==> src/rtl/alu_pkg.sv <==
// alu_pkg: shared widths, loader FSM states and ALU opcodes
// for the operand loader and the ALU operation units.
package alu_pkg;

  localparam int DATA_W = 6;
  localparam int OP_W   = 2;

  typedef enum logic [1:0] {
    LOAD_A  = 2'b00,
    LOAD_B  = 2'b01,
    LOAD_OP = 2'b10,
    PRESENT = 2'b11
  } ld_state_t;

  localparam logic [OP_W-1:0] OP_AND = 2'd0;
  localparam logic [OP_W-1:0] OP_OR  = 2'd1;
  localparam logic [OP_W-1:0] OP_XOR = 2'd2;
  localparam logic [OP_W-1:0] OP_ADD = 2'd3;

endpackage

==> src/rtl/alu_operand_loader_button.sv <==
// button_conditioner: 2-flop sync, optional debounce, rising-edge pulse.
// Debounce filter enabled by ALU_LOADER_DEBOUNCE_EN.
module button_conditioner #(
  parameter int DB_CYCLES = 500000
) (
  input  logic clk,
  input  logic rst_n,
  input  logic btn,
  output logic pulse
);

  logic [1:0] sync;
  logic       level;
  logic       level_q;

  if (DB_CYCLES < 1) begin : g_bad_db
    $error("DB_CYCLES must be at least 1");
  end

  always_ff @(posedge clk or negedge rst_n) begin
    if (!rst_n) sync <= '0;
    else        sync <= {sync[0], btn};
  end

`ifdef ALU_LOADER_DEBOUNCE_EN
  localparam int CW = $clog2(DB_CYCLES + 1);

  logic [CW-1:0] cnt;

  // level follows sync only after DB_CYCLES straight cycles of disagreement
  always_ff @(posedge clk or negedge rst_n) begin
    if (!rst_n) begin
      cnt   <= '0;
      level <= 1'b0;
    end else if (sync[1] == level) begin
      cnt <= '0;
    end else if (cnt == CW'(DB_CYCLES - 1)) begin
      cnt   <= '0;
      level <= sync[1];
    end else begin
      cnt <= cnt + 1'b1;
    end
  end
`else
  assign level = sync[1];
`endif

  always_ff @(posedge clk or negedge rst_n) begin
    if (!rst_n) level_q <= 1'b0;
    else        level_q <= level;
  end

  assign pulse = level & ~level_q;

endmodule

==> src/rtl/alu_operand_loader.sv <==
// alu_operand_loader: captures A, B and opcode from one switch bank
// and offers them downstream (debounce via ALU_LOADER_DEBOUNCE_EN).
module alu_operand_loader
  import alu_pkg::*;
#(
  parameter int DATA_W    = alu_pkg::DATA_W,
  parameter int OP_W      = alu_pkg::OP_W,
  parameter int DB_CYCLES = 500000
) (
  input  logic              clk,
  input  logic              rst_n,
  input  logic [DATA_W-1:0] sw,
  input  logic              btn_load,
  input  logic              btn_clear,
  output logic [DATA_W-1:0] A,
  output logic [DATA_W-1:0] B,
  output logic [OP_W-1:0]   op,
  output logic              op_valid,
  input  logic              op_ready,
  output logic [1:0]        state_o
);

  ld_state_t state;
  logic      load_p;
  logic      clr_p;

  button_conditioner #(.DB_CYCLES(DB_CYCLES)) u_load (
    .clk   (clk),
    .rst_n (rst_n),
    .btn   (btn_load),
    .pulse (load_p)
  );

  button_conditioner #(.DB_CYCLES(DB_CYCLES)) u_clear (
    .clk   (clk),
    .rst_n (rst_n),
    .btn   (btn_clear),
    .pulse (clr_p)
  );

  always_ff @(posedge clk or negedge rst_n) begin
    if (!rst_n) begin
      A        <= '0;
      B        <= '0;
      op       <= '0;
      op_valid <= 1'b0;
      state    <= LOAD_A;
    end else if (clr_p) begin
      A        <= '0;
      B        <= '0;
      op       <= '0;
      op_valid <= 1'b0;
      state    <= LOAD_A;
    end else begin
      unique case (state)
        LOAD_A: if (load_p) begin
          A     <= sw;
          state <= LOAD_B;
        end
        LOAD_B: if (load_p) begin
          B     <= sw;
          state <= LOAD_OP;
        end
        LOAD_OP: if (load_p) begin
          op       <= sw[OP_W-1:0];
          op_valid <= 1'b1;
          state    <= PRESENT;
        end
        PRESENT: if (op_ready) begin
          op_valid <= 1'b0;
          state    <= LOAD_A;
        end
        default: state <= LOAD_A;
      endcase
    end
  end

  assign state_o = state;

endmodule

==> config.mk <==
export PLATFORM = sky130hd
export DESIGN_NAME = alu_operand_loader
export DESIGN_NICKNAME = d
export VERILOG_FILES = /design/src/rtl/alu_pkg.sv /design/src/rtl/alu_operand_loader_button.sv /design/src/rtl/alu_operand_loader.sv
export SDC_FILE = /design/constraint.sdc
export NUM_CORES = 1
export LEC_CHECK = 0
export BUFFER_PORTS_ARGS = -buffer_cell sky130_fd_sc_hd__buf_2
export CORE_ASPECT_RATIO = 1.4
export CORE_UTILIZATION = 54
export CTS_CLUSTER_DIAMETER = 80
export DETAILED_ROUTE_END_ITERATION = 10
export GPL_ROUTABILITY_DRIVEN = 0
export PLACE_DENSITY = 0.82
export SLEW_MARGIN = 10
export SYNTH_ARGS = -nofsm -noshare
export SYNTH_HDL_FRONTEND = slang
export SYNTH_SLANG_ARGS = --single-unit
==> constraint.sdc <==
create_clock -name clk -period 3.5 [get_ports clk]
set_clock_uncertainty 0.1 [all_clocks]
set_input_delay 0.175 -clock clk [delete_from_list [all_inputs] [get_ports clk]]
set_output_delay 0.175 -clock clk [all_outputs]
set_load 0.05 [all_outputs]
## Word level (Yosys, flattened, before mapping)

Cells that the tools add are included.

- $add $sub $neg: 0
- Multiply operators: 0
- Div/mod/pow operators: 0
- $lt $le $gt $ge: 0
- Eq/ne operators: 7
- Shifts and indexed selects: 0
- Multiplexer cells: 18
- Bitwise logic cells: 4
- Reductions and logical operators: 11

Operators by type and width:

| kind | number |
|---|---|
| $mux W6 | 5 |
| $mux W2 | 8 |
| $ne A3 B3 Y1 const B | 4 |
| $pmux W2 S4 | 1 |
| $reduce_bool A2 Y1 | 4 |
| $reduce_and A2 Y1 | 3 |
| $eq A2 B2 Y1 const B | 2 |
| $reduce_and A4 Y1 | 1 |
| $mux W1 | 3 |
| $reduce_and A3 Y1 | 1 |
| $reduce_bool A3 Y1 | 1 |
| $and A1 B1 Y1 | 2 |
| $eq A2 B1 Y1 const B | 1 |
| $logic_not A2 Y1 | 1 |
| $not A1 Y1 | 2 |
| $pmux W1 S2 | 1 |

- Register bits after elaboration: 23
- Latch bits: 0
- Bits in writable memories: 0
- ROM bits: 0
- Input bits: 11
- Output and inout bits: 17
- Logic and storage cells: 49
- Memories: 0

## Longest topological paths before layout

Gate-level depths: netlist of run 1.

- Depth in word-level cells: 5
- Depth in mapped cells: 7
- Gate-level depth less buffers: 6

## Modules after synthesis

From an unflattened synthesis of run 1, not the netlist that was laid out.

- Cells, all modules: 100
- Area, all modules: 1018.5 um^2

Modules (own cells, without submodules):

| module | instances | cells each | area an instance (um^2) | sequential area each (um^2) |
|---|---|---|---|---|
| alu_operand_loader | 1 | 92 | 840.8 | 425.4 |
| button_conditioner | 2 | 4 | 88.8 | 75.1 |

## Least setup slack after synthesis of run 1

Ideal clock, no wire load.

- Path type: reg-to-reg
- Start: register state[0] (netlist: state_o[0])
- End: register state[1] (netlist: state_o[1])
- Library setup time: 0.132 ns
- Arrival time: 1.767 ns
- Required time: 3.268 ns
- Setup slack: 1.501 ns
- Stages on the path, launching flop included: 8
- Buffers on the path: 1
- Period minus slack after synthesis: 1.999 ns
- Cell sequence: dfrtp_1 -> inv_1 -> ha_1 -> buf_6 -> nor3_4 -> a2bb2oi_4 -> mux2i_1 -> nor2_1

- Cells in the longest elaborated chain, start to end: 3
- Elaborated cells on any way between the ends: 11
- Those cells by class: eq/ne (7); mux (2); reduce/logical (2)

Ends and longest elaborated chain:

| element | line | RTL |
|---|---|---|
| start: declaration | alu_operand_loader.sv:23 | `ld_state_t state;` |
| start signal: assignment | alu_operand_loader.sv:47 | `state <= LOAD_A;` |
| start signal: assignment | alu_operand_loader.sv:53 | `state <= LOAD_A;` |
| start signal: assignment | alu_operand_loader.sv:58 | `state <= LOAD_B;` |
| $eq A2 B1 Y1 (tied with other cells) | alu_operand_loader.sv:55 | `unique case (state)` |
| $ne A3 B3 Y1 (no line) / $pmux W2 S4 (equally long branches) | n/a |  |
| $reduce_and A4 Y1 (no line) / $mux W2 (equally long branches) | n/a |  |

Parallel ways exist; a longest one is shown, timed or not.
A chain may end at the register's enable or synchronous reset.

## Worst setup path after layout of run 1

Same ends and word-level chain as after synthesis.

==> metrics.md, run 1 <==
| Metric | Value |
|---|---|
| # rows | `18` |
| # H-tree levels | `1` |
| Non-Filler Instances | `145` |
| Ratio of cells with drive above 1 in the final layout | `0.280` |
| Crit path to | `state_o[1]` |
| Setup TNS | `0 ns` |
| R2R depth | `6` |
| Post-Syn Instances | `96` |
| Worst reg-to-reg setup slack | `1.67 ns` |
| Drt pass-1 iters | `4` |
| Number of fill cells in the layout | `141` |
| Wire per inst | `13.0 um` |
| Post-Syn Area | `1010 um2` |
| Core area | `approximately 1800 um2` |
| IO Port Bufs | `27` |
| Leakage | `roughly 0.60 nW` |
| Via density | `5.27` |
| Synthesized area per cell | `10.5 um2` |
| Initial antenna violation count | `0` |
| Pin count of the biggest net entering global routing | `24` |
| Synth top area share | `0.569` |
| Cell accounting for the most synthesized area | `dfrtp_1` |
| Ant. Diodes | `0` |
| Worst Path Max Fanout | `8` |
| TritonCTS Buffers | `3` |
| PwrDens | `784 nW/um2` |
| Crit Path Category | `reg -> reg` |
| Unrepaired setup endpoints after global routing | `no` |
| Synth cell types | `17` |
| Syn Nets | `112` |
| Clk Latency, worst-skew pair | `0.31 ns` |
| Die X | `38.6 um` |
| Pins Over Slew Limit | `0` |
| DRC Markers | `0` |
| Post-CTS Resized | `0` |
| Fin util | `0.682` |
| First-pass GRT wire length | `around 3000 um` |
| Setup repair bufs after CTS | `0` |
| Placed cells | `around 140` |
| Full die area | `just over 2000 um2` |
| Slew margin rel. | `0.227` |
| Data required time of the critical path | `around 3.6 ns` |
| MaxCap Viol Count | `0` |
| Gr ovfl total | `0` |
| Die Y | `53.2 um` |
| Initial Util | `0.575` |
| FF-to-FF Start | `state_o[0]` |
| Setup ws final | `1.67 ns` |
| GR Util All Layers | `0.220` |
| Post-cts hold buffer count | `3` |
| Worst R2R End | `state_o[1]` |
| Clock Sink Count | `23` |
| Hold violation count in the final report | `0` |
| Arr. time, crit path | `about 1.9 ns` |
| Vias in the first global route | `around 700` |
| Peak VDD IR | `~0.53 mV` |
| Antenna viol nets, final | `0` |
| Area grow syn2layout | `18.6%` |
| CTS root buffer | `clkbuf_4` |
| Hold crit path type | `in -> reg` |
| Worst Max-Slew Pin Slew | `between 1 and 1.5 ns` |
| Drt first-iter violations | `13` |
| CP startpoint | `state_o[0]` |
| CTS tree | `done` |
| Final setup fails | `0` |
| Synthesis-stage register bit count | `23` |
| Synth warnings | `0` |
| Routed WL | `about 1900 um` |
| Startpoint class of the critical path | `flop` |
| CTS Buffer Depth | `2` |
| Clk slew on worst S/H paths | `0.12 ns` |
| Worst Setup End Kind | `flop` |
| Fin nets | `142` |
| Final period util | `0.523` |
| Top post-synthesis cells by area | `dfrtp_1 (57%), a21oi_1 (6.9%), nand3_1 (6.9%), nand2_1 (6.7%), ha_1 (6.2%)` |
| Status | `finished clean` |
| Post-synthesis sequential area ratio | `0.569` |
| Dpl ws | `1.69 ns` |
| HPWL reported at the end of detailed placement | `around 1400 um` |
| Fmax | `0.547 GHz` |
| Via total after detailed routing | `roughly 760` |
| Tmin final | `1.83 ns` |
| # IOs | `28` |
[routing by layer]
layer	GRT usage	vias up	share of wire
met3	0.0420	7	0.045
met5	0	-	0
met4	0.132	0	0.033
li1	-	376	-
met1	0.265	353	0.42
met2	0.353	28	0.50
[placed cells by master (no fill, tap or decap)]
cell,count
buf_4,1
ha_1,5
nor2_1,4
nor2b_1,2
clkinvlp_4,1
dfrtp_1,23
a22oi_1,1
dlygate4sd3_1,3
clkbuf_4,3
nand3_1,14
a211oi_2,1
a2bb2oi_4,1
nor3_4,1
inv_1,4
a21oi_1,14
nand2_1,18
mux2i_1,2
buf_2,27
[critical path: stages, from the launching register on]
cell	delay, ns
dfrtp_1	0.43
inv_1	0.11
ha_1	0.33
nor3_4	0.26
a2bb2oi_4	0.20
mux2i_1	0.21
nor2_1	0.05
[how the worst min path moves through the flow]
stage | cells past startpoint | from | slack [ns] | end
after floorplan | 0 | rst_n | -0.22 | A[0]
after global placement | 1 | rst_n | 0.06 | u_clear.level_q
after detailed placement | 1 | rst_n | 0.07 | u_clear.level_q
after CTS | 3 | sw[2] | 0.02 | A[2]
after global routing | 3 | sw[4] | 0.02 | B[4]
final | 3 | sw[2] | 0.03 | A[2]
[stage by stage]
step / cell area, um2 / hold WS (ns) / total power, mW
global route: 1200 / 0.0156 / 0.994
global placement: 1140 / 0.0571 / 0.799
CTS: 1200 / 0.0198 / 0.945
floorplan: 1010 / -0.221 / 0.735
finish: 1200 / 0.0253 / 0.940
detailed placement: 1140 / 0.0719 / 0.821
[cell usage after synthesis]
cell type	instances
a211oi_2	1
a21oi_1	14
a22oi_1	1
a2bb2oi_4	1
buf_2	2
buf_4	2
buf_6	1
clkbuf_1	1
dfrtp_1	23
ha_1	5
inv_1	4
mux2i_1	2
nand2_1	18
nand3_1	14
nor2_1	4
nor2b_1	2
nor3_4	1
[power breakdown]
| group | total (mW) | leakage (nW) | internal [mW] | switching [mW] |
|---|---|---|---|---|
| sequential | 0.352 | 0.298 | 0.317 | 0.0347 |
| combinational | 0.464 | 0.286 | 0.135 | 0.329 |
| clock | 0.123 | 0.0139 | 0.0437 | 0.0798 |
| total | 0.940 | 0.598 | 0.496 | 0.444 |
[cell families (layout without fill, tap and decap cells)]
family | after synthesis | count (layout) | synth area share
buf+inv | 10 | 39 | 0.0544
fa+ha+maj | 5 | 5 | 0.0619
compound gates | 17 | 17 | 0.115
simple gates | 39 | 39 | 0.179
flops | 23 | 23 | 0.569
mux | 2 | 2 | 0.0198
[state kept, by name (all words and copies together), names as in the netlist]
| register | count |
|---|---|
| state_o | 2 |
| B | 6 |
| A | 6 |
| u_load.level_q | 1 |
| op_valid | 1 |
| u_load.sync | 2 |
| u_clear.level_q | 1 |
| u_clear.sync | 2 |
| op | 2 |
[area by class of cell]
cell class | instances | area, um2 | area share
tap | 20 | 25.0 | 0.0209
clock inverter | 1 | 7.51 | 0.00626
timing repair buffer | 31 | 173 | 0.144
sequential | 23 | 576 | 0.480
clock buffer | 3 | 22.5 | 0.0188
multi-input combinational | 63 | 380 | 0.317
inverter | 4 | 15.0 | 0.0125
(Power assumes the default switching activity.)
==> inputs of run 2 (changes only) <==
CORE_UTILIZATION = 45   (was 54)
PLACE_DENSITY = 0.73   (was 0.82)
clock period = 1.68 ns   (was 3.5 ns; I/O delays follow)
==> metrics.md, run 2 (synthesis gave the netlist of run 1 again) <==
| Metric | Value |
|---|---|
| Core area | `2040 um2 (was 1760 um2)` |
| P_sw | `0.938 mW (was 0.444 mW)` |
| HPWL reported at the end of detailed placement | `1360 um (was 1410 um)` |
| Routed WL | `1910 um (was 1880 um)` |
| Leakage | `0.643 nW (was 0.598 nW)` |
| Worst Max-Slew Pin Slew | `0.491 ns (was 1.16 ns)` |
| Wire per inst | `12.2 um (was 13.0 um)` |
| Worst path slowest cell | `dfrtp_2 (was dfrtp_1)` |
| Drt first-iter violations | `10 (was 13)` |
| Peak VDD IR | `1.32 mV (was 0.530 mV)` |
| PwrDens | `1550 nW/um2 (was 784 nW/um2)` |
| Clock Sink Count | `23 (unchanged)` |
| Most common cell after layout, fill and taps aside | `buf_2 (unchanged)` |
| CTS Buffer Depth | `2 (unchanged)` |
| Critical Path Max Stage Delay | `0.42 ns (was 0.43 ns)` |
| Fin nets | `152 (was 142)` |
| Largest regs | `A x6, B x6 (unchanged)` |
| Cell Area, Placed | `1170 um2 (was 1140 um2)` |
| Flop pwr share | `0.363 (was 0.375)` |
| Final period util | `0.941 (was 0.523)` |
| CP startpoint | `state_o[0] (unchanged)` |
| Worst Path Max Fanout | `6 (was 8)` |
| Fin util | `0.641 (was 0.682)` |
| Worst Setup End Kind | `flop (unchanged)` |
| Full die area | `2440 um2 (was 2050 um2)` |
| DRC Markers | `0 (unchanged)` |
| Number of fill cells in the layout | `190 (was 141)` |
| Via density | `5.18 (was 5.27)` |
| Worst R2R End | `state_o[1] (unchanged)` |
| Placed cells | `141 (was 138)` |
| Initial antenna violation count | `0 (unchanged)` |
| Area of the multi-input gates | `385 um2 (was 380 um2)` |
| Die X | `42.1 um (was 38.6 um)` |
| GR Util All Layers | `0.169 (was 0.220)` |
| Final Power | `2.04 mW (was 0.940 mW)` |
| Pin count of the biggest net entering global routing | `24 (unchanged)` |
| Arr. time, crit path | `1.70 ns (was 1.90 ns)` |
| Sw Share | `0.461 (was 0.472)` |
| R2R depth | `6 (unchanged)` |
| Vias in the first global route | `743 (was 701)` |
| Combinational Power Share | `0.510 (was 0.494)` |
| Unrepaired setup endpoints after global routing | `no (unchanged)` |
| Pins Over Slew Limit | `0 (unchanged)` |
| TritonCTS Buffers | `3 (unchanged)` |
| # H-tree levels | `1 (unchanged)` |
| Worst reg-to-reg setup slack | `0.1 ns (was 1.67 ns)` |
| Clk Latency, worst-skew pair | `0.32 ns (was 0.31 ns)` |
| Antenna viol nets, final | `0 (unchanged)` |
| Initial Util | `0.494 (was 0.575)` |
| Hold violation count in the final report | `0 (unchanged)` |
| Data required time of the critical path | `1.80 ns (was 3.57 ns)` |
| Status | `finished clean (unchanged)` |
| Non-Filler Instances | `156 (was 145)` |
| Die Y | `58.1 um (was 53.2 um)` |
| CTS tree | `done (unchanged)` |
| Slew margin rel. | `0.672 (was 0.227)` |
| Tmin final | `1.58 ns (was 1.83 ns)` |
| CTS root buffer | `clkbuf_4 (unchanged)` |
| Final setup fails | `0 (unchanged)` |
| # IOs | `28 (unchanged)` |
| Fmax | `0.632 GHz (was 0.547 GHz)` |
| Area grow syn2layout | `29.6% (was 18.6%)` |
| Gr ovfl total | `0 (unchanged)` |
| Internal power component | `1.10 mW (was 0.496 mW)` |
| Sequential Area | `578 um2 (was 576 um2)` |
| IO Port Bufs | `27 (unchanged)` |
| Clk slew on worst S/H paths | `0.12 ns (about the same)` |
| # rows | `19 (was 18)` |
| Finished Cell Area | `1310 um2 (was 1200 um2)` |
| MaxCap Viol Count | `0 (unchanged)` |
| Clock group share of total power | `0.127 (was 0.131)` |
| First-pass GRT wire length | `3130 um (was 3020 um)` |
| FF-to-FF Start | `state_o[0] (unchanged)` |
| Ratio of cells with drive above 1 in the final layout | `0.326 (was 0.280)` |
| Drt pass-1 iters | `4 (unchanged)` |
| Crit Path Category | `reg -> reg (unchanged)` |
| Commonest cells after routing, fill and taps aside | `buf_2 (27), dfrtp_1 (21), nand2_1 (18) (was buf_2 (27), dfrtp_1 (23), nand2_1 (18))` |
| Ant. Diodes | `0 (unchanged)` |
| Hold crit path type | `in -> async (was in -> reg)` |
| Critical-path cell list | `inv_2 -> ha_2 -> nor3_4 -> a2bb2oi_4 -> mux2i_1 -> nor2_1 (was inv_1 -> ha_1 -> nor3_4 -> a2bb2oi_4 -> mux2i_1 -> nor2_1)` |
| Via total after detailed routing | `808 (was 764)` |
| Startpoint class of the critical path | `flop (unchanged)` |
## run 2: area by class of cell
type	count	share of cell area
Clock buffer	3	0.0172
Clock inverter	1	0.00382
Inverter	4	0.0115
Multi-Input combinational cell	63	0.294
Sequential cell	23	0.441
Tap cell	21	0.0201
Timing Repair Buffer	41	0.212
## run 2: worst max-delay path by stage
| stage | end | slack, ns | cells past startpoint |
|---|---|---|---|
| after floorplan | state_o[1] | -0.06 | 7 |
| after global placement | state_o[1] | 0.15 | 6 |
| after detailed placement | state_o[1] | 0.10 | 6 |
| after CTS | state_o[1] | 0.08 | 6 |
| after global routing | state_o[1] | 0.008 | 6 |
| final | state_o[1] | 0.1 | 6 |
## run 2: per-layer routing
metal  up-vias  wire [um]  track usage
li1        398          -            -
met1       382        801        0.197
met2        23        994        0.299
met3         5         68       0.0187
met4         0         46       0.0938
met5         -          0            0
## run 2: stage by stage
step / setup TNS (ns) / hold WS (ns) / worst slack, ns
after floorplan: -0.0964 / -0.312 / -0.0641
after CTS: 0 / 0.159 / 0.0840
after global placement: 0 / -0.0303 / 0.152
final: 0 / 0.143 / 0.0984
after detailed placement: 0 / -0.0254 / 0.102
after global routing: 0 / 0.197 / 0.00753
## run 2: power groups by stage
| stage | Combinational, mW | Sequential [mW] | Clock, mW |
|---|---|---|---|
| finish | 1.04 | 0.740 | 0.259 |
| global route | 1.12 | 0.754 | 0.282 |
| CTS | 1.02 | 0.744 | 0.266 |
| detailed placement | 1.00 | 0.756 | 0 |
| global placement | 0.975 | 0.743 | 0 |
| floorplan | 0.467 | 1.10 | 0 |
## run 2: critical path, delay by kind of cell (launching register included)
family	cells	cell delay, ns
and+or+nand+nor	2	0.28
adders and majority gates	1	0.23
muxes	1	0.21
DFF	1	0.42
AOI/OAI and AO/OA	1	0.19
buffers and inverters	1	0.06
## run 2: timing repair
| action | in CTS | in global routing |
|---|---|---|
| setup buffers | 0 | 1 |
| resized for setup | 0 | 0 |
| hold buffers | 10 | 0 |
| hold endpoints to repair | 40 | 0 |
| setup endpoints to repair | 0 | 1 |
==> inputs of run 3 (changes only) <==
CORE_ASPECT_RATIO = default   (was 1.4)
==> metrics.md, run 3 (synthesis gave the netlist of run 1 again) <==
| Metric | Value |
|---|---|
| First-pass GRT wire length | `3220 um (was 3130 um)` |
| Clock Sink Count | `23 (unchanged)` |
| Cell Area, Placed | `1180 um2 (was 1170 um2)` |
| Gr ovfl total | `0 (unchanged)` |
| Worst R2R End | `state_o[1] (unchanged)` |
| Crit Path Category | `reg -> reg (unchanged)` |
| Via total after detailed routing | `797 (was 808)` |
| Fin nets | `151 (was 152)` |
| HPWL reported at the end of detailed placement | `1360 um (about the same)` |
| Leakage | `0.636 nW (was 0.643 nW)` |
| Cell count of the worst hold path | `4` |
| Die X | `49.4 um (was 42.1 um)` |
| TritonCTS Buffers | `3 (unchanged)` |
| Initial Util | `0.495 (was 0.494)` |
| Non-Filler Instances | `161 (was 156)` |
| Hold WS | `0.0301 ns (was 0.143 ns)` |
| Ratio of cells with drive above 1 in the final layout | `0.321 (was 0.326)` |
| # rows | `16 (was 19)` |
| Tmin final | `1.58 ns (about the same)` |
| CTS tree | `done (unchanged)` |
| Worst reg-to-reg setup slack | `0.1 ns (about the same)` |
| Final period util | `0.941 (about the same)` |
| Unrepaired setup endpoints after global routing | `no (unchanged)` |
| Most common cell after layout, fill and taps aside | `buf_2 (unchanged)` |
| Finished Cell Area | `1310 um2 (about the same)` |
| Worst path slowest cell | `dfrtp_2 (unchanged)` |
| Initial antenna violation count | `0 (unchanged)` |
| Area grow syn2layout | `29.2% (was 29.6%)` |
| Critical-path cell list | `inv_2 -> ha_2 -> nor3_4 -> a2bb2oi_4 -> mux2i_1 -> nor2_1 (unchanged)` |
| DRC Markers | `0 (unchanged)` |
| Hold crit path type | `in -> reg (was in -> async)` |
| CTS Buffer Depth | `2 (unchanged)` |
| Arr. time, crit path | `1.67 ns (was 1.70 ns)` |
| Setup ws final | `0.0994 ns (was 0.0984 ns)` |
| Largest regs | `A x6, B x6 (unchanged)` |
| Data required time of the critical path | `1.77 ns (was 1.80 ns)` |
| Wire per inst | `12.1 um (was 12.2 um)` |
| Pin count of the biggest net entering global routing | `24 (unchanged)` |
| Vias in the first global route | `721 (was 743)` |
| Drt pass-1 iters | `4 (unchanged)` |
| Full die area | `2440 um2 (about the same)` |
| Placed cells | `147 (was 141)` |
| Final setup fails | `0 (unchanged)` |
| Hold path start | `op_ready` |
| Peak VDD IR | `1.06 mV (was 1.32 mV)` |
| Hold violation count in the final report | `0 (unchanged)` |
| Post-CTS Resized | `0 (unchanged)` |
| Ant. Diodes | `0 (unchanged)` |
| Clk Latency, worst-skew pair | `0.29 ns (was 0.32 ns)` |
| Fin util | `0.640 (was 0.641)` |
| GR Util All Layers | `0.175 (was 0.169)` |
| PwrDens | `1540 nW/um2 (was 1550 nW/um2)` |
| # IOs | `28 (unchanged)` |
| IO Port Bufs | `27 (unchanged)` |
| Setup TNS | `0 ns (unchanged)` |
| Routed WL | `1940 um (was 1910 um)` |
| Critical Path Max Stage Delay | `0.42 ns (about the same)` |
| Final Power | `2.01 mW (was 2.04 mW)` |
| FF-to-FF Start | `state_o[0] (unchanged)` |
| CTS root buffer | `clkbuf_4 (unchanged)` |
| Worst Hold End | `op_valid` |
| Dpl ws | `0.0945 ns (was 0.102 ns)` |
| # H-tree levels | `1 (unchanged)` |
| Slew margin rel. | `0.652 (was 0.672)` |
| Via density | `4.95 (was 5.18)` |
| Die Y | `49.4 um (was 58.1 um)` |
| Core area | `2040 um2 (about the same)` |
| Startpoint class of the critical path | `flop (unchanged)` |
| Commonest cells after routing, fill and taps aside | `buf_2 (27), dfrtp_1 (21), nand2_1 (18) (unchanged)` |
| Antenna viol nets, final | `0 (unchanged)` |
| Worst Path Max Fanout | `6 (unchanged)` |
| MaxCap Viol Count | `0 (unchanged)` |
| R2R depth | `6 (unchanged)` |
| Pins Over Slew Limit | `0 (unchanged)` |
| Worst Max-Slew Pin Slew | `0.522 ns (was 0.491 ns)` |
| Clk slew on worst S/H paths | `0.12 ns (about the same)` |
| Worst Setup End Kind | `flop (unchanged)` |
| Status | `finished clean (unchanged)` |
| Drt first-iter violations | `9 (was 10)` |
| Fmax | `0.633 GHz (was 0.632 GHz)` |
-- run 3: changes by cell type in the layout (fill, tap and decap cells not counted), sizes merged --
cell         change
clkbuf           +1
clkinv           -1
dlygate4sd3      -1
-- run 3: power breakdown --
group | internal, mW | switching (mW) | leakage (nW)
combinational | 0.341 | 0.694 | 0.325
sequential | 0.665 | 0.0716 | 0.296
clock | 0.0923 | 0.148 | 0.0150
-- run 3: per-layer routing --
layer / global-route usage / wire length, um / vias up
li1: - / - / 393
met1: 0.238 / 889 / 373
met2: 0.279 / 933 / 29
met3: 0.0280 / 98 / 2
met4: 0.0714 / 21 / 0
met5: 0 / 0 / -
-- run 3: worst max-delay path by stage --
stage | start | endpoint | slack (ns)
6_report | state_o[0] | state_o[1] | 0.1
4_1_cts | state_o[0] | state_o[1] | 0.08
2_1_floorplan | state_o[1] | state_o[1] | -0.06
3_3_place_gp | state_o[0] | state_o[1] | 0.14
3_5_place_dp | state_o[0] | state_o[1] | 0.09
5_1_grt | state_o[0] | state_o[1] | 0.01
-- run 3: timing repair --
action | 4_1_cts | 5_1_grt
hold buffers | 9 | 0
buffers inserted | 0 | 1
endpoints found under the hold margin | 39 | 0
setup endpoints to repair | 0 | 1
-- run 3: cell type report --
cell class / count / area [um2]
Clock buffer: 4 / 26.3
Inverter: 4 / 15.0
Timing Repair Buffer: 40 / 268
Sequential cell: 23 / 578
Fill cell: 178 / 736
Tap cell: 27 / 33.8
Multi-Input combinational cell: 63 / 385
-- run 3: worst max-delay path: cells and delay by family, from the launching register on --
kind | cells | cell delay [ns]
AND/OR/NAND/NOR | 2 | 0.27
multiplexers | 1 | 0.20
flip-flops | 1 | 0.42
AO/OA/AOI/OAI | 1 | 0.20
buffers and inverters | 1 | 0.06
adder cells (fa/ha/maj) | 1 | 0.23
